## src/rtl/uart_tx_multi.sv

```systemverilog
// Multi-channel UART transmitter: per-channel FIFO and frame FSM sharing one baud tick.
// Define UART_TX_PARITY_EN to insert an even-parity bit between DATA and STOP.
module uart_tx_multi #(
  parameter int NUM_CH        = 2,
  parameter int DATA_BITS     = 8,
  parameter int STOP_TICK     = 16,
  parameter int N             = 10,
  parameter int COUNT         = 651,
  parameter int ADDR_SIZE_EXP = 4
) (
  input  logic                          clk,
  input  logic                          rst,
  input  logic [NUM_CH-1:0]             wr,
  input  logic [NUM_CH*DATA_BITS-1:0]   wr_data,
  input  logic [NUM_CH-1:0]             tx_en,
  output logic [NUM_CH-1:0]             full,
  output logic [NUM_CH-1:0]             empty,
  output logic [NUM_CH-1:0]             busy,
  output logic [NUM_CH-1:0]             tx_done,
  output logic [NUM_CH-1:0]             tx
);

  localparam int DEPTH = 2**ADDR_SIZE_EXP;
  localparam int AW    = ADDR_SIZE_EXP + 1;
  localparam int TMAX  = (STOP_TICK > 16) ? STOP_TICK : 16;
  localparam int TW    = $clog2(TMAX);
  localparam int BW    = $clog2(DATA_BITS + 1);

  typedef enum logic [2:0] {
    IDLE,
    START,
    DATA,
`ifdef UART_TX_PARITY_EN
    PARITY,
`endif
    STOP
  } state_t;

  logic [N-1:0]           baud_q, baud_d;
  logic                   tick;

  logic [DATA_BITS-1:0]   mem_q   [NUM_CH][DEPTH];
  logic [AW-1:0]          wptr_q  [NUM_CH];
  logic [AW-1:0]          wptr_d  [NUM_CH];
  logic [AW-1:0]          rptr_q  [NUM_CH];
  logic [AW-1:0]          rptr_d  [NUM_CH];
  logic [DATA_BITS-1:0]   head    [NUM_CH];
  logic [NUM_CH-1:0]      push, pop;

  state_t                 state_q [NUM_CH];
  state_t                 state_d [NUM_CH];
  logic [TW-1:0]          tcnt_q  [NUM_CH];
  logic [TW-1:0]          tcnt_d  [NUM_CH];
  logic [BW-1:0]          bcnt_q  [NUM_CH];
  logic [BW-1:0]          bcnt_d  [NUM_CH];
  logic [DATA_BITS-1:0]   shreg_q [NUM_CH];
  logic [DATA_BITS-1:0]   shreg_d [NUM_CH];
`ifdef UART_TX_PARITY_EN
  logic [NUM_CH-1:0]      par_q, par_d;
`endif

  assign tick = (baud_q == N'(COUNT - 1));

  always_comb begin
    baud_d = tick ? '0 : baud_q + 1'b1;
  end

  // Extra pointer MSB distinguishes full from empty when the low bits match.
  always_comb begin
    for (int unsigned k = 0; k < NUM_CH; k++) begin
      empty[k] = (wptr_q[k] == rptr_q[k]);
      full[k]  = (wptr_q[k][AW-1] != rptr_q[k][AW-1]) &&
                 (wptr_q[k][AW-2:0] == rptr_q[k][AW-2:0]);
      head[k]  = mem_q[k][rptr_q[k][AW-2:0]];
    end
  end

  always_comb begin
    for (int unsigned k = 0; k < NUM_CH; k++) begin
      push[k]   = wr[k] && (!full[k] || pop[k]);
      wptr_d[k] = wptr_q[k] + AW'(push[k]);
      rptr_d[k] = rptr_q[k] + AW'(pop[k]);
    end
  end

  always_comb begin
    for (int unsigned k = 0; k < NUM_CH; k++) begin
      state_d[k] = state_q[k];
      tcnt_d[k]  = tcnt_q[k];
      bcnt_d[k]  = bcnt_q[k];
      shreg_d[k] = shreg_q[k];
`ifdef UART_TX_PARITY_EN
      par_d[k]   = par_q[k];
`endif
      pop[k]     = 1'b0;
      tx_done[k] = 1'b0;
      tx[k]      = 1'b1;
      busy[k]    = (state_q[k] != IDLE);
      case (state_q[k])
        IDLE: begin
          if (tx_en[k] && !empty[k]) begin
            pop[k]     = 1'b1;
            shreg_d[k] = head[k];
`ifdef UART_TX_PARITY_EN
            par_d[k]   = ^head[k];
`endif
            tcnt_d[k]  = '0;
            bcnt_d[k]  = '0;
            state_d[k] = START;
          end
        end
        START: begin
          tx[k] = 1'b0;
          if (tick) begin
            if (tcnt_q[k] == TW'(15)) begin
              tcnt_d[k]  = '0;
              state_d[k] = DATA;
            end else begin
              tcnt_d[k] = tcnt_q[k] + 1'b1;
            end
          end
        end
        DATA: begin
          tx[k] = shreg_q[k][0];
          if (tick) begin
            if (tcnt_q[k] == TW'(15)) begin
              tcnt_d[k]  = '0;
              shreg_d[k] = shreg_q[k] >> 1;
              if (bcnt_q[k] == BW'(DATA_BITS - 1)) begin
`ifdef UART_TX_PARITY_EN
                state_d[k] = PARITY;
`else
                state_d[k] = STOP;
`endif
              end else begin
                bcnt_d[k] = bcnt_q[k] + 1'b1;
              end
            end else begin
              tcnt_d[k] = tcnt_q[k] + 1'b1;
            end
          end
        end
`ifdef UART_TX_PARITY_EN
        PARITY: begin
          tx[k] = par_q[k];
          if (tick) begin
            if (tcnt_q[k] == TW'(15)) begin
              tcnt_d[k]  = '0;
              state_d[k] = STOP;
            end else begin
              tcnt_d[k] = tcnt_q[k] + 1'b1;
            end
          end
        end
`endif
        STOP: begin
          if (tick) begin
            if (tcnt_q[k] == TW'(STOP_TICK - 1)) begin
              tcnt_d[k]  = '0;
              tx_done[k] = 1'b1;
              state_d[k] = IDLE;
            end else begin
              tcnt_d[k] = tcnt_q[k] + 1'b1;
            end
          end
        end
        default: state_d[k] = IDLE;
      endcase
    end
  end

  // Storage is not reset; clearing the pointers discards queued words.
  always_ff @(posedge clk) begin
    for (int unsigned k = 0; k < NUM_CH; k++) begin
      if (push[k]) mem_q[k][wptr_q[k][AW-2:0]] <= wr_data[k*DATA_BITS +: DATA_BITS];
    end
  end

  always_ff @(posedge clk or negedge rst) begin
    if (!rst) begin
      baud_q <= '0;
      for (int unsigned k = 0; k < NUM_CH; k++) begin
        wptr_q[k]  <= '0;
        rptr_q[k]  <= '0;
        state_q[k] <= IDLE;
        tcnt_q[k]  <= '0;
        bcnt_q[k]  <= '0;
        shreg_q[k] <= '0;
      end
`ifdef UART_TX_PARITY_EN
      par_q <= '0;
`endif
    end else begin
      baud_q <= baud_d;
      for (int unsigned k = 0; k < NUM_CH; k++) begin
        wptr_q[k]  <= wptr_d[k];
        rptr_q[k]  <= rptr_d[k];
        state_q[k] <= state_d[k];
        tcnt_q[k]  <= tcnt_d[k];
        bcnt_q[k]  <= bcnt_d[k];
        shreg_q[k] <= shreg_d[k];
      end
`ifdef UART_TX_PARITY_EN
      par_q <= par_d;
`endif
    end
  end

endmodule
```

## config.mk

```make
export PLATFORM = sky130hd
export DESIGN_NAME = uart_tx_multi
export DESIGN_NICKNAME = d
export VERILOG_FILES = /design/src/rtl/uart_tx_multi.sv
export SDC_FILE = /design/constraint.sdc
export NUM_CORES = 1
export LEC_CHECK = 0
export ABC_AREA = 0
export CAP_MARGIN = 25
export CORE_ASPECT_RATIO = 0.75
export CORE_MARGIN = 2
export CORE_UTILIZATION = 45
export CTS_BUF_LIST = sky130_fd_sc_hd__clkbuf_8
export CTS_CLUSTER_DIAMETER = 40
export DETAILED_ROUTE_END_ITERATION = 6
export PLACE_DENSITY = 0.62
export REMOVE_ABC_BUFFERS = 1
export SLEW_MARGIN = 20
export SYNTH_ARGS = -nofsm -noshare
export SYNTH_HDL_FRONTEND = slang
export SYNTH_SLANG_ARGS = --single-unit
```

## constraint.sdc

```tcl
create_clock -name clk -period 3.5 [get_ports clk]
set_clock_uncertainty 0.2 [all_clocks]
set_input_delay 0.525 -clock clk [delete_from_list [all_inputs] [get_ports clk]]
set_output_delay 0.525 -clock clk [all_outputs]
set_load 0.03 [all_outputs]
```

* After elaboration in Yosys (flattened, before gate mapping)
Memories as Yosys holds them, arrays and structs flattened.
Cells that the tools add are included.
** Operators by class
- $add $sub $neg :: 9
- Multipliers :: 0
- Divide/modulo/power cells :: 0
- $lt $le $gt $ge :: 6
- Eq/ne operators :: 37
- Shifts and indexed selects :: 0
- Multiplexer cells :: 69
- Bitwise gates (word level) :: 4
- Reductions and logical operators :: 32
** Operators by type and width (count)
- 2-to-1 mux 128 bit :: 2
- 2-to-1 mux 8 bit :: 12
- binary-select mux 8 bit (select 4 bit) :: 2
- demux 8 bit (select 4 bit) :: 2
- 2-to-1 mux 3 bit :: 16
- 2-to-1 mux 4 bit :: 12
- inequality test 2 bit, second input constant :: 18
- case mux 4 bit (2 select lines) :: 4
- case mux 8 bit (2 select lines) :: 2
- case mux 3 bit (4 select lines) :: 2
- adder 5 x 1 -> 5 bit :: 4
- >= comparator 5 bit, second input constant :: 4
- inverter 4 -> 5 bit :: 4
- adder 4 x 1 -> 4 bit, second input constant :: 4
- AND reduction 8 bit :: 2
- equality test 3 x 2 -> 1 bit, second input constant :: 4
- 2-to-1 mux 1 bit :: 12
- adder 10 x 1 -> 10 bit, second input constant :: 1
- equality test 10 bit, second input constant :: 1
- equality test 5 bit :: 2
- < comparator 5 x 1 -> 1 bit, second input constant :: 2
- 2-to-1 mux 10 bit :: 1
- AND reduction 5 bit :: 2
- equality test 4 x 3 -> 1 bit, second input constant :: 2
- 15 further kinds :: 40
** Word-level totals
- Bits in registers :: 68
- Latch bits :: 0
- Bits in writable memories :: 256
- ROM bits :: 0
- Input bits :: 22
- Logic and storage cells :: 171
- Memories kept :: 1
** Memory list
- mem_q :: words 2, width 128, rd ports 2, clocked after Yosys merged registers in 0, write ports 2, RTL line 42 : logic [DATA_BITS-1:0] mem_q [NUM_CH][DEPTH];

* Longest topological paths before layout
Gate-level depths: netlist (run 1).
- Depth in word-level cells :: 9
- Mapped depth :: 10

* Least setup slack after synthesis (run 1)
Ideal clock, no wire load.
- Path kind :: flip-flop to flip-flop
- Start :: register rptr_q[0] (netlist bit)
- End :: memory mem_q[0][192] (netlist bit), enable pin
- Arrival :: 2345 ps
- Data required time :: 2902 ps
- Path slack :: 557 ps
- Stages on the path, launching flop included :: 8
- Buffers on the path :: 3
- Clock period less this slack :: 2943 ps
- Cell sequence :: dfrtp_1 > buf_2 > buf_2 > xnor2_1 > nand4_1 > o31ai_1 > clkbuf_1 > nor4b_1
** RTL lines
- start, declared :: RTL line 45 : logic [AW-1:0] rptr_q [NUM_CH];
- start signal, assigned by index :: RTL line 197 : rptr_q[k] <= rptr_d[k];
- end, declared :: RTL line 42

* Worst setup path after layout (run 1)
- Start :: register wptr_q[2] (netlist bit)
- End :: output empty[1]
** Between the ends
- Longest elaborated chain between the ends :: 1
** RTL lines
- start, declared :: RTL line 43 : logic [AW-1:0] wptr_q [NUM_CH];
- start signal, assigned by index :: RTL line 196 : wptr_q[k] <= wptr_d[k];
- equality test 5 bit :: RTL line 71 : empty[k] = (wptr_q[k] == rptr_q[k]);
- end, declared :: RTL line 17 : output logic [NUM_CH-1:0] empty,
Every way passes these cells.

==> metrics.md, run 1 <==
| Metric | Value |
|---|---|
| Dominant cells by area after synthesis | sky130_fd_sc_hd__edfxtp_1 56%, sky130_fd_sc_hd__dfrtp_1 12%, sky130_fd_sc_hd__mux4_2 6.1% |
| Instance count on the critical path | 4 |
| Site row count | 55 |
| Critical path class | reg2out |
| Yosys reg bits | 322 |
| Insertion delay to the later sink of the worst-skew pair | 0.58 ns |
| Number of buffers added by the clock tree synthesis step | 51 |
| Routed WL | 28130 microns |
| Period Utilization, post-route | 0.9379 |
| Maxcap violations | 0 |
| Setup-violating endpoint count in the final report | 0 |
| Root Buffer Master | sky130_fd_sc_hd__clkbuf_8 |
| Initial antenna violation count | 0 |
| Arrival @ worst endpoint | 2.56 ns |
| Post-layout minimum cycle time | 3.283 ns |
| Cells along the critical path | xnor2_1, nand4_1, nor2_1, clkdlybuf4s50_1 |
| Via count of the first global-routing pass | 7630 |
| Synthesis-to-layout area growth | 14.96% |
| N_diodes | 0 |
| Classification of the worst-slack hold path | in2async |
| DR DRC count | 0 |
| Highest achievable clock rate | 304.6 MHz |
| Clock tree buffer depth | 3 |
| Endpoint of the most critical register-to-register path | shreg_q[11]$_DFFE_PN0P_ |
| Delay contributed by the slowest stage of the critical path | 0.69 ns |
| Mapped cell area | 13640 sq um |
| Max-slew violation count | 0 |
| Count of different cell masters after synthesis | 61 |
| Number of warnings reported in the yosys synthesis log | 0 |
| Die Span Y | 154.8 microns |
| Setup repair after global routing missed its margin | no |
| Max H-tree Level | 2 |
| Number of standard cells in the final layout excluding fillers | 1376 |
| Most common cell in the synthesized netlist | sky130_fd_sc_hd__edfxtp_1 |
| Number of flops mapped to enable cells by yosys | 256 |
| Filler cell count | 2469 |
| Synthesized netlist cell count | 846 |
| Actual slew at the worst max-slew pin | 0.7446 ns |
| 1st-iter DRT viols | 555 |
| Top Family by Delay on Critical Path | buffers and inverters |
| DP Worst Slack | 0.5513 ns |
| Source of the critical timing path | wptr_q[2]$_DFF_PN0_ |
| Termination of the worst setup path | empty[1] |
| Cell taking the most area after synthesis | sky130_fd_sc_hd__edfxtp_1 |
| Share of Yosys cell area claimed by the top area cell type | 0.5636 |
| Pin count of the biggest net entering global routing | 31 |
| Area occupied by multi-input gates | 4100 sq um |
| Global-route wire length before repair | 44200 microns |
| Clock tree sinks | 322 |
| Post-synth top cells | 256 x sky130_fd_sc_hd__edfxtp_1, 66 x sky130_fd_sc_hd__dfrtp_1, 57 x sky130_fd_sc_hd__mux2i_1 |
| Core outline area | 30000 sq um |
| Largest driver fanout on the critical path | 11 |
| Run status | completed |
| Net count reported at finish | 984 |
| Flop-to-flop setup slack | 0.65 ns |
| Main synth FF type | sky130_fd_sc_hd__edfxtp_1 |
| Mean number of vias per cell | 5.556 |
| Sequential Area | 9341 sq um |
| Worst EP required | 2.77 ns |
| Type of element launching the critical path | flop |
| Worst reg2reg path startpoint | baud_q[5]$_DFF_PN0_ |
| Average cell area after synthesis | 16.12 sq um |
| Boundary Pins | 32 |
| Clock-pin slew reported for the worst setup and hold paths after clock tree synthesis | 0.06 ns |
| Slack of the critical path | 0.2175 ns |
| Vias | 7645 |
| Slowest stage cell on the critical path | sky130_fd_sc_hd__clkdlybuf4s50_1 |
| Peak VDD IR | 0.3084 mV |
| Sum of overflow across all layers after global routing | 0 |
| Number of failing hold endpoints at the final stage | 0 |
| Clock tree from TritonCTS | done |
| Average detailed-routed wire length per instance | 20.44 microns |
| Hold Slack | 0.2814 ns |
| 1st-pass router iterations | 5 |
| Placer Congestion | 0.7586 |
| Horizontal extent of the die | 205.0 microns |
| Global Route Usage Sum | 0.1844 |
| Reg2reg path depth | 6 |
| Fraction of the yosys area taken by sequential cells | 0.6847 |
| Initial cell density of the core | 0.4546 |
| DP HPWL | 18190 microns |
| Number of I/O port buffers | 31 |
| Power per Cell Area | 786.7 nW/um^2 |
| Count of nets left with antenna violations after detail routing | 0 |
| Slew headroom | 0.5021 |
| Static power due to leakage | 5.679 nW |
| Critical path endpoint category | primary output |
| Layout cell share with drive strength beyond 1 | 0.2190 |
| Floorplan die area | 31730 sq um |
| Asr flop ratio synth | 0.2050 |
| Number of placed instances with taps included | 1283 |
| CP Buf/Inv Count | 1 |
[cell usage in the layout, fill, tap and decap left out, types with 3 or more instances in the layout]
cell type,instances
sky130_fd_sc_hd__ha_1,23
sky130_fd_sc_hd__and3_1,10
sky130_fd_sc_hd__or4_1,3
sky130_fd_sc_hd__xnor2_1,24
sky130_fd_sc_hd__nand3_1,15
sky130_fd_sc_hd__clkinv_2,6
sky130_fd_sc_hd__clkinv_1,12
sky130_fd_sc_hd__xor2_1,6
sky130_fd_sc_hd__and2_1,5
sky130_fd_sc_hd__nor2b_1,7
sky130_fd_sc_hd__nor2_1,21
sky130_fd_sc_hd__o22ai_1,7
sky130_fd_sc_hd__o31ai_1,8
sky130_fd_sc_hd__nor4_1,4
sky130_fd_sc_hd__inv_1,34
sky130_fd_sc_hd__o211ai_1,3
sky130_fd_sc_hd__a31oi_1,4
sky130_fd_sc_hd__o21ai_0,26
sky130_fd_sc_hd__buf_4,52
sky130_fd_sc_hd__nand2b_1,10
sky130_fd_sc_hd__clkdlybuf4s50_1,28
sky130_fd_sc_hd__mux2i_1,57
sky130_fd_sc_hd__nor3_1,16
sky130_fd_sc_hd__nand2_1,37
sky130_fd_sc_hd__a22oi_1,38
sky130_fd_sc_hd__clkbuf_8,52
sky130_fd_sc_hd__a41oi_1,4
sky130_fd_sc_hd__mux4_2,37
sky130_fd_sc_hd__nor4_2,10
sky130_fd_sc_hd__o31ai_2,9
sky130_fd_sc_hd__a21oi_1,11
sky130_fd_sc_hd__mux2_2,21
sky130_fd_sc_hd__dfrtp_1,64
sky130_fd_sc_hd__edfxtp_1,256
sky130_fd_sc_hd__o21ai_1,5
sky130_fd_sc_hd__or3_1,3
[worst register-to-register path: stages, from the launching register on]
cell,delay [ns]
sky130_fd_sc_hd__dfrtp_1,0.41
sky130_fd_sc_hd__or4b_4,0.59
sky130_fd_sc_hd__nor3_4,0.34
sky130_fd_sc_hd__buf_4,0.28
sky130_fd_sc_hd__a31oi_2,0.21
sky130_fd_sc_hd__or2_1,0.44
sky130_fd_sc_hd__o31ai_2,0.29
[state kept, by name, indices dropped and copies added, names as in the netlist]
register / count
mem_q: 256
shreg_q: 16
baud_q: 10
rptr_q: 10
wptr_q: 10
bcnt_q: 8
tcnt_q: 8
state_q: 4
[per-stage QoR]
step / setup TNS [ns] / total power, W / area, sq um / util
floorplan: -109.77 / 0.007998 / 13430 / -
global placement: 0 / 0.009346 / 14710 / 0.4902
detailed placement: 0 / 0.009402 / 14710 / 0.4902
CTS: 0 / 0.01246 / 15680 / 0.5225
global route: 0 / 0.01310 / 15680 / 0.5226
finish: 0 / 0.01233 / 15680 / 0.5226
[metal layers]
metal	vias to the layer above	share of wire	wire [microns]	GRT usage
li1	3516	-	-	-
met2	208	0.41	11610	0.2527
met5	-	0	0	0
met3	35	0.069	1930	0.04214
met1	3886	0.51	14220	0.2941
met4	0	0.013	368	0.04762
[timing repair]
item                       in CTS  in global routing
hold endpoints to repair       24                  0
resized for setup               2                  1
cloned                          0                  0
setup buffers                   0                  0
setup endpoints to repair       2                  1
hold buffers                    1                  0
[cell families (layout without fill, tap and decap cells)]
| logic type | count (synthesis) | in the layout | share of synthesized area |
|---|---|---|---|
| adder cells (fa/ha/maj) | 24 | 24 | 0.02202 |
| AO/OA/AOI/OAI | 131 | 131 | 0.06926 |
| XOR/XNOR | 30 | 30 | 0.01926 |
| buffers and inverters | 65 | 196 | 0.02110 |
| multiplexers | 117 | 117 | 0.1219 |
| AND/OR/NAND/NOR | 157 | 157 | 0.06174 |
| flip-flops | 322 | 322 | 0.6847 |
[report_power, final]
group	switching [W]	internal, W	total [W]
clock	0.00147	0.00155	0.00302
combinational	0.00242	0.00181	0.00423
sequential	0.000365	0.00473	0.00509
[final cells by class]
cell class / instances / share of cell area
tap: 399 / 0.03184
inverter: 20 / 0.004788
clock buffer: 52 / 0.04564
timing repair buffer: 84 / 0.04485
multi-input combinational: 459 / 0.2615
clock inverter: 40 / 0.01564
sequential: 322 / 0.5958
[how the worst min path moves through the flow]
stage	startpoint	end	slack (ns)	depth (start not counted)
after floorplan	rst	baud_q[0]$_DFF_PN0_	0.03	0
after global placement	bcnt_q[3]$_DFFE_PN0P_	bcnt_q[3]$_DFFE_PN0P_	0.27	1
after detailed placement	bcnt_q[3]$_DFFE_PN0P_	bcnt_q[3]$_DFFE_PN0P_	0.27	1
after CTS	rst	rptr_q[2]$_DFF_PN0_	0.27	2
after global routing	bcnt_q[3]$_DFFE_PN0P_	bcnt_q[3]$_DFFE_PN0P_	0.31	1
final	rst	wptr_q[3]$_DFF_PN0_	0.28	2
(Power assumes the default switching activity.)
==> run 2: changes to the inputs <==
CORE_UTILIZATION = 59   (was 45)
PLACE_DENSITY = 0.77   (was 0.62)
TNS_END_PERCENT = 10   (was unset)
==> run 2 against run 1 <==
Net effect:
- first-iteration DRC count up 71%
- utilization up 15 points
- worst setup slack worse by 0.13 ns
- largest power group unchanged
==> metrics.md, run 2 (same netlist as run 1, synthesis figures left out) <==
| Metric | Value |
|---|---|
| Worst EP required | 2.77 ns (about the same) |
| Peak VDD IR | 0.4640 mV (+50%) |
| Number of I/O port buffers | 31 (unchanged) |
| Classification of the worst-slack hold path | reg2reg |
| Root Buffer Master | sky130_fd_sc_hd__clkbuf_8 |
| Post-layout minimum cycle time | 3.416 ns (+0.1331 ns) |
| Run status | completed |
| N_diodes | 0 (unchanged) |
| Worst reg2reg path startpoint | baud_q[6]$_DFF_PN0_ |
| Vias | 7800 (+2.0%) |
| Sequential Area | 9341 sq um (unchanged) |
| Number of failing hold endpoints at the final stage | 0 (unchanged) |
| Sequential share of power | 0.424 (+0.011) |
| Max H-tree Level | 2 (unchanged) |
| Core outline area | 22880 sq um (-24%) |
| Hold Slack | 0.2897 ns (+0.008244 ns) |
| Insertion delay to the later sink of the worst-skew pair | 0.60 ns (+0.02 ns) |
| Mean number of vias per cell | 6.195 (+12%) |
| Clock tree buffer depth | 3 (unchanged) |
| Setup-violating endpoint count in the final report | 0 (unchanged) |
| Initial antenna violation count | 0 (unchanged) |
| Max FFs per register | 256 (unchanged) |
| Layout cell share with drive strength beyond 1 | 0.1971 (-0.02196) |
| DR DRC count | 0 (unchanged) |
| Most used cells in the layout excluding fill and tap cells | 256 x sky130_fd_sc_hd__edfxtp_1, 64 x sky130_fd_sc_hd__dfrtp_1, 57 x sky130_fd_sc_hd__mux2i_1 |
| Placed inst area | 14420 sq um (-2.0%) |
| Launch point of the worst hold path | bcnt_q[3]$_DFFE_PN0P_ |
| Average detailed-routed wire length per instance | 22.38 microns (+9.5%) |
| Critical path class | reg2out |
| Global Route Usage Sum | 0.2345 (+0.05011) |
| Number of standard cells in the final layout excluding fillers | 1259 (-8.5%) |
| Count of nets left with antenna violations after detail routing | 0 (unchanged) |
| Power per Cell Area | 795.2 nW/um^2 (+1.1%) |
| Net count reported at finish | 968 (-1.6%) |
| Floorplan die area | 24360 sq um (-23%) |
| 1st-pass router iterations | 6 (+1) |
| Routed WL | 28170 microns (+0.17%) |
| Placer Congestion | 0.8429 (+11%) |
| Number of placed instances with taps included | 1169 (-8.9%) |
| Max-slew violation count | 0 (unchanged) |
| Via count of the first global-routing pass | 7898 (+3.5%) |
| Setup repair after global routing missed its margin | no |
| Sum of overflow across all layers after global routing | 0 (unchanged) |
| Summed area of non-filler cells in the final layout | 15370 sq um (-2.0%) |
| Period Utilization, post-route | 0.9759 (+0.03802) |
| 1st-iter DRT viols | 949 (+71%) |
| Number of buffers added by the clock tree synthesis step | 48 (-5.9%) |
| Global-route wire length before repair | 43780 microns (-0.95%) |
| Actual slew at the worst max-slew pin | 0.9877 ns (+0.2431 ns) |
| Boundary Pins | 32 (unchanged) |
| Initial cell density of the core | 0.5961 (+0.1415) |
| Fraction of met2 tracks used by global routing | 0.3523 (+0.09954) |
| DP HPWL | 18510 microns (+1.7%) |
| Switching share of power | 0.3498 (+0.004850) |
| Type of element launching the critical path | flop |
| Clock-pin slew reported for the worst setup and hold paths after clock tree synthesis | 0.06 ns (about the same) |
| Source of the critical timing path | baud_q[6]$_DFF_PN0_ |
| Maxcap violations | 0 (unchanged) |
| Most frequent standard cell in the layout excluding fill and tap cells | sky130_fd_sc_hd__edfxtp_1 |
| Site row count | 48 (-13%) |
| Met3 usage in global routing | 0.06075 (+0.01861) |
| Slew headroom | 0.3371 (-0.1649) |
| Switching pwr | 0.004275 W (+0.47%) |
| Pin count of the biggest net entering global routing | 48 (+55%) |
| Horizontal extent of the die | 179.6 microns (-12%) |
| Largest driver fanout on the critical path | 4 (-7) |
| Critical path endpoint category | primary output |
| Clock tree sinks | 322 (unchanged) |
| Static power due to leakage | 5.605 nW (-1.3%) |
| Filler cell count | 1464 (-41%) |
| Most Crowded Layer GR | met2 |
| Clock tree from TritonCTS | done |
| Die Span Y | 135.7 microns (-12%) |
| Area occupied by multi-input gates | 4030 sq um (-1.7%) |
| Synthesis-to-layout area growth | 12.68% |
| Combinational share of power | 0.340 (-0.003) |
| Internal Power | 0.007946 W (-1.7%) |
| M1 GR Usage | 0.3467 (+0.05264) |
| Part of the power in the clock network | 0.236 (-0.009) |
| Highest achievable clock rate | 292.8 MHz (-3.9%) |
| Arrival @ worst endpoint | 2.69 ns (+0.13 ns) |
-- run 2: power groups by stage --
stage / combinational, W / sequential (W) / clock (W)
floorplan: 0.00260 / 0.00539 / 0
global placement: 0.00393 / 0.00518 / 0
detailed placement: 0.00409 / 0.00524 / 0
CTS: 0.00413 / 0.00517 / 0.00294
global route: 0.00448 / 0.00524 / 0.00310
finish: 0.00415 / 0.00518 / 0.00288
-- run 2: repair_timing --
item | CTS | global route
setup endpoints to repair | 2 | 2
hold buffers | 1 | 0
setup buffers | 2 | 0
resized for setup | 0 | 2
hold endpoints to repair | 38 | 0
pin swaps | 1 | 0
cloned | 0 | 0
-- run 2: final timing paths --
| kind | depth (start not counted) | end | slack, ns |
|---|---|---|---|
| worst max-delay path | 4 | tx_done[1] | 0.08 |
| max in group asynchronous | 3 | rptr_q[5]$_DFF_PN0_ | 1.78 |
| worst max register to register | 7 | shreg_q[13]$_DFFE_PN0P_ | 0.66 |
| worst min register to register | 1 | bcnt_q[3]$_DFFE_PN0P_ | 0.29 |
| min in group asynchronous | 2 | tcnt_q[3]$_DFFE_PN0P_ | 0.40 |
| worst min-delay path | 1 | bcnt_q[3]$_DFFE_PN0P_ | 0.29 |
-- run 2: routing by layer --
metal	wire (microns)	part of all wire	vias to the layer above
li1	-	-	3483
met1	12580	0.45	3935
met2	12590	0.45	331
met3	2528	0.090	51
met4	476	0.017	0
met5	0	0	-
-- run 2: area by class of cell --
cell class | instances | area share
sequential | 322 | 0.6078
multi-input combinational | 459 | 0.2622
clock buffer | 51 | 0.04567
timing repair buffer | 71 | 0.04136
tap | 300 | 0.02442
clock inverter | 36 | 0.01360
inverter | 20 | 0.004885
-- run 2: per-stage QoR --
step	util	setup slack, ns	total power [W]	setup TNS, ns
global placement	0.6301	0.5793	0.009114	0
finish	0.6716	0.08442	0.01222	0
global route	0.6716	0.0005949	0.01283	0
detailed placement	0.6301	0.5379	0.009338	0
CTS	0.6710	0.06501	0.01224	0
floorplan	-	-0.8215	0.007998	-109.77
-- run 2: critical path, cell delays in order (launching register included) --
cell and delay [ns]:
sky130_fd_sc_hd__dfrtp_1 0.42, sky130_fd_sc_hd__or3b_2 0.57, sky130_fd_sc_hd__nor3_4 0.26, sky130_fd_sc_hd__and3_1 0.20, sky130_fd_sc_hd__clkdlybuf4s50_1 0.66
==> run 3: changes to the inputs <==
REMOVE_ABC_BUFFERS = unset   (was 1)
==> run 3 against run 2 <==
Net effect:
- count of clock-buffer cells in the layout shrank 1
- register-to-register slack is essentially flat
- final area grew 0.18%
- largest power group unchanged
- die area is the same
- critical endpoint is now empty[1]
==> metrics.md, run 3 (same netlist as run 1, synthesis figures left out) <==
| Metric | Value |
|---|---|
| Run status | completed |
| Boundary Pins | 32 (unchanged) |
| Peak VDD IR | 0.3620 mV (-22%) |
| Horizontal extent of the die | 179.6 microns (unchanged) |
| Max H-tree Level | 2 (unchanged) |
| Final Core Density | 0.6728 (+0.001203) |
| Via count of the first global-routing pass | 7724 (-2.2%) |
| Sequential Area | 9341 sq um (unchanged) |
| Number of failing hold endpoints at the final stage | 0 (unchanged) |
| Vias | 7799 (-0.013%) |
| Layout cell share with drive strength beyond 1 | 0.2006 (+0.003543) |
| DR DRC count | 0 (unchanged) |
| Reg2reg path depth | 6 (-1) |
| Largest driver fanout on the critical path | 13 (+9) |
| Most frequent standard cell in the layout excluding fill and tap cells | sky130_fd_sc_hd__edfxtp_1 |
| Worst reg2reg path startpoint | baud_q[5]$_DFF_PN0_ |
| Post-layout minimum cycle time | 3.288 ns (-0.1272 ns) |
| N_diodes | 0 (unchanged) |
| Power per Cell Area | 797.1 nW/um^2 (+0.24%) |
| Sum of negative setup slack | 0 ns (unchanged) |
| Type of element launching the critical path | flop |
| Highest achievable clock rate | 304.1 MHz (+3.9%) |
| Site row count | 48 (unchanged) |
| Summed area of non-filler cells in the final layout | 15400 sq um (+0.18%) |
| Synthesis-to-layout area growth | 12.88% |
| Fraction of met2 tracks used by global routing | 0.3459 (-0.006386) |
| Die Span Y | 135.7 microns (unchanged) |
| Endpoint of the most critical register-to-register path | shreg_q[11]$_DFFE_PN0P_ |
| Max FFs per register | 256 (unchanged) |
| Slowest stage cell on the critical path | sky130_fd_sc_hd__clkdlybuf4s50_1 |
| DP Worst Slack | 0.3077 ns (-0.2301 ns) |
| Core outline area | 22880 sq um (unchanged) |
| Setup-violating endpoint count in the final report | 0 (unchanged) |
| Slew headroom | 0.4677 (+0.1306) |
| Global Route Usage Sum | 0.2361 (+0.001564) |
| DP HPWL | 18460 microns (-0.28%) |
| Max-slew violation count | 0 (unchanged) |
| Clock-pin slew reported for the worst setup and hold paths after clock tree synthesis | 0.06 ns (about the same) |
| Maxcap violations | 0 (unchanged) |
| CP Buf/Inv Count | 1 (unchanged) |
| 1st-iter DRT viols | 790 (-17%) |
| Net count reported at finish | 968 (unchanged) |
| Initial antenna violation count | 0 (unchanged) |
| Average detailed-routed wire length per instance | 22.39 microns (about the same) |
| Clock tree from TritonCTS | done |
| Sum of overflow across all layers after global routing | 0 (unchanged) |
| Delay contributed by the slowest stage of the critical path | 0.69 ns (+0.03 ns) |
| Setup repair after global routing missed its margin | no |
| Actual slew at the worst max-slew pin | 0.7941 ns (-0.1936 ns) |
| Static power due to leakage | 5.581 nW (-0.43%) |
| Filler cell count | 1452 (-0.82%) |
| Met3 usage in global routing | 0.05591 (-0.004839) |
| Most Crowded Layer GR | met1 |
| Area occupied by multi-input gates | 4060 sq um (+0.74%) |
| Count of nets left with antenna violations after detail routing | 0 (unchanged) |
| Clock tree buffer depth | 3 (unchanged) |
| M1 GR Usage | 0.3592 (+0.01245) |
| 1st-pass router iterations | 6 (unchanged) |
| Mean number of vias per cell | 6.180 (-0.25%) |
| Initial cell density of the core | 0.5961 (unchanged) |
| Placed inst area | 14380 sq um (-0.24%) |
| Floorplan die area | 24360 sq um (unchanged) |
| Critical path endpoint category | primary output |
| Routed WL | 28260 microns (+0.30%) |
| Cells along the critical path | xnor2_1, nand4_1, nor2_1, clkdlybuf4s50_1 |
| Insertion delay to the later sink of the worst-skew pair | 0.59 ns (about the same) |
| Number of I/O port buffers | 31 (unchanged) |
| Nets in the synthesized netlist | 892 |
| Classification of the worst-slack hold path | in2async |
| Most used cells in the layout excluding fill and tap cells | 256 x sky130_fd_sc_hd__edfxtp_1, 64 x sky130_fd_sc_hd__dfrtp_1, 57 x sky130_fd_sc_hd__mux2i_1 |
| Placer Congestion | 0.8918 (+5.8%) |
| Clock tree sinks | 322 (unchanged) |
| Period Utilization, post-route | 0.9396 (-0.03633) |
| Flop-to-flop setup slack | 0.65 ns (about the same) |
| Slack of the critical path | 0.2116 ns (+0.1272 ns) |
| Global-route wire length before repair | 43830 microns (+0.11%) |
| Critical path class | reg2out |
| Root Buffer Master | sky130_fd_sc_hd__clkbuf_8 |
| Pin count of the biggest net entering global routing | 42 (-13%) |
| Arrival @ worst endpoint | 2.56 ns (-0.13 ns) |
| Worst EP required | 2.77 ns (about the same) |
| Number of buffers added by the clock tree synthesis step | 49 (+2.1%) |
| Top Family by Delay on Critical Path | buffers and inverters |
| Number of setup buffers added after CTS | 0 (-2) |
## run 3: cell types whose count changed in the layout (fill, tap and decap cells not counted), sizes merged
cell,change
clkinv,+5
buf,-4
inv,-3
clkbuf,+2
clkinvlp,+2
dlygate4sd2,+2
bufinv,+1
clkdlybuf4s50,-1
dlymetal6s2s,-1
## run 3: what timing repair did
item | CTS | global route
hold buffers | 1 | 0
hold endpoints to repair | 39 | 0
endpoints found under the setup margin | 2 | 0
gates resized for setup | 2 | 0
## run 3: metal layers
| metal | part of all wire | wire length (microns) |
|---|---|---|
| met5 | 0 | 0 |
| met4 | 0.020 | 564 |
| met3 | 0.095 | 2676 |
| met2 | 0.44 | 12490 |
| met1 | 0.44 | 12520 |
## run 3: worst max-delay path by stage
| stage | to | cells after the start | slack [ns] | startpoint |
|---|---|---|---|---|
| floorplan | mem_q[0][192]$_DFFE_PP_ | 7 | 0.56 | rptr_q[0]$_DFF_PN0_ |
| global placement | mem_q[0][41]$_DFFE_PP_ | 5 | 0.58 | tx_en[0] |
| detailed placement | mem_q[0][4]$_DFFE_PP_ | 5 | 0.31 | tx_en[0] |
| CTS | empty[1] | 4 | 0.18 | wptr_q[3]$_DFF_PN0_ |
| global route | empty[1] | 4 | 0.06 | wptr_q[3]$_DFF_PN0_ |
| finish | empty[1] | 4 | 0.21 | wptr_q[3]$_DFF_PN0_ |
## run 3: where the power goes
group	switching, W	total, W	leakage [nW]	internal (W)
sequential	0.000435	0.00516	3.14	0.00473
clock	0.00147	0.00297	0.512	0.00150
combinational	0.00238	0.00414	1.93	0.00175
total	0.00429	0.0123	5.58	0.00798
## run 3: area by class of cell
cell class | count | share of cell area
inverter | 20 | 0.004876
clock inverter | 41 | 0.01642
timing repair buffer | 70 | 0.03917
sequential | 322 | 0.6067
multi-input combinational | 459 | 0.2637
clock buffer | 50 | 0.04470
tap | 300 | 0.02438
## run 3: per-stage QoR
step                power (W)  instances  hold WS [ns]
floorplan            0.008121        846       0.02941
global placement     0.009102       1166        0.2606
detailed placement   0.009292       1166        0.2800
CTS                   0.01226       1258        0.2959
global route          0.01287       1262        0.2269
finish                0.01227       1262        0.2264
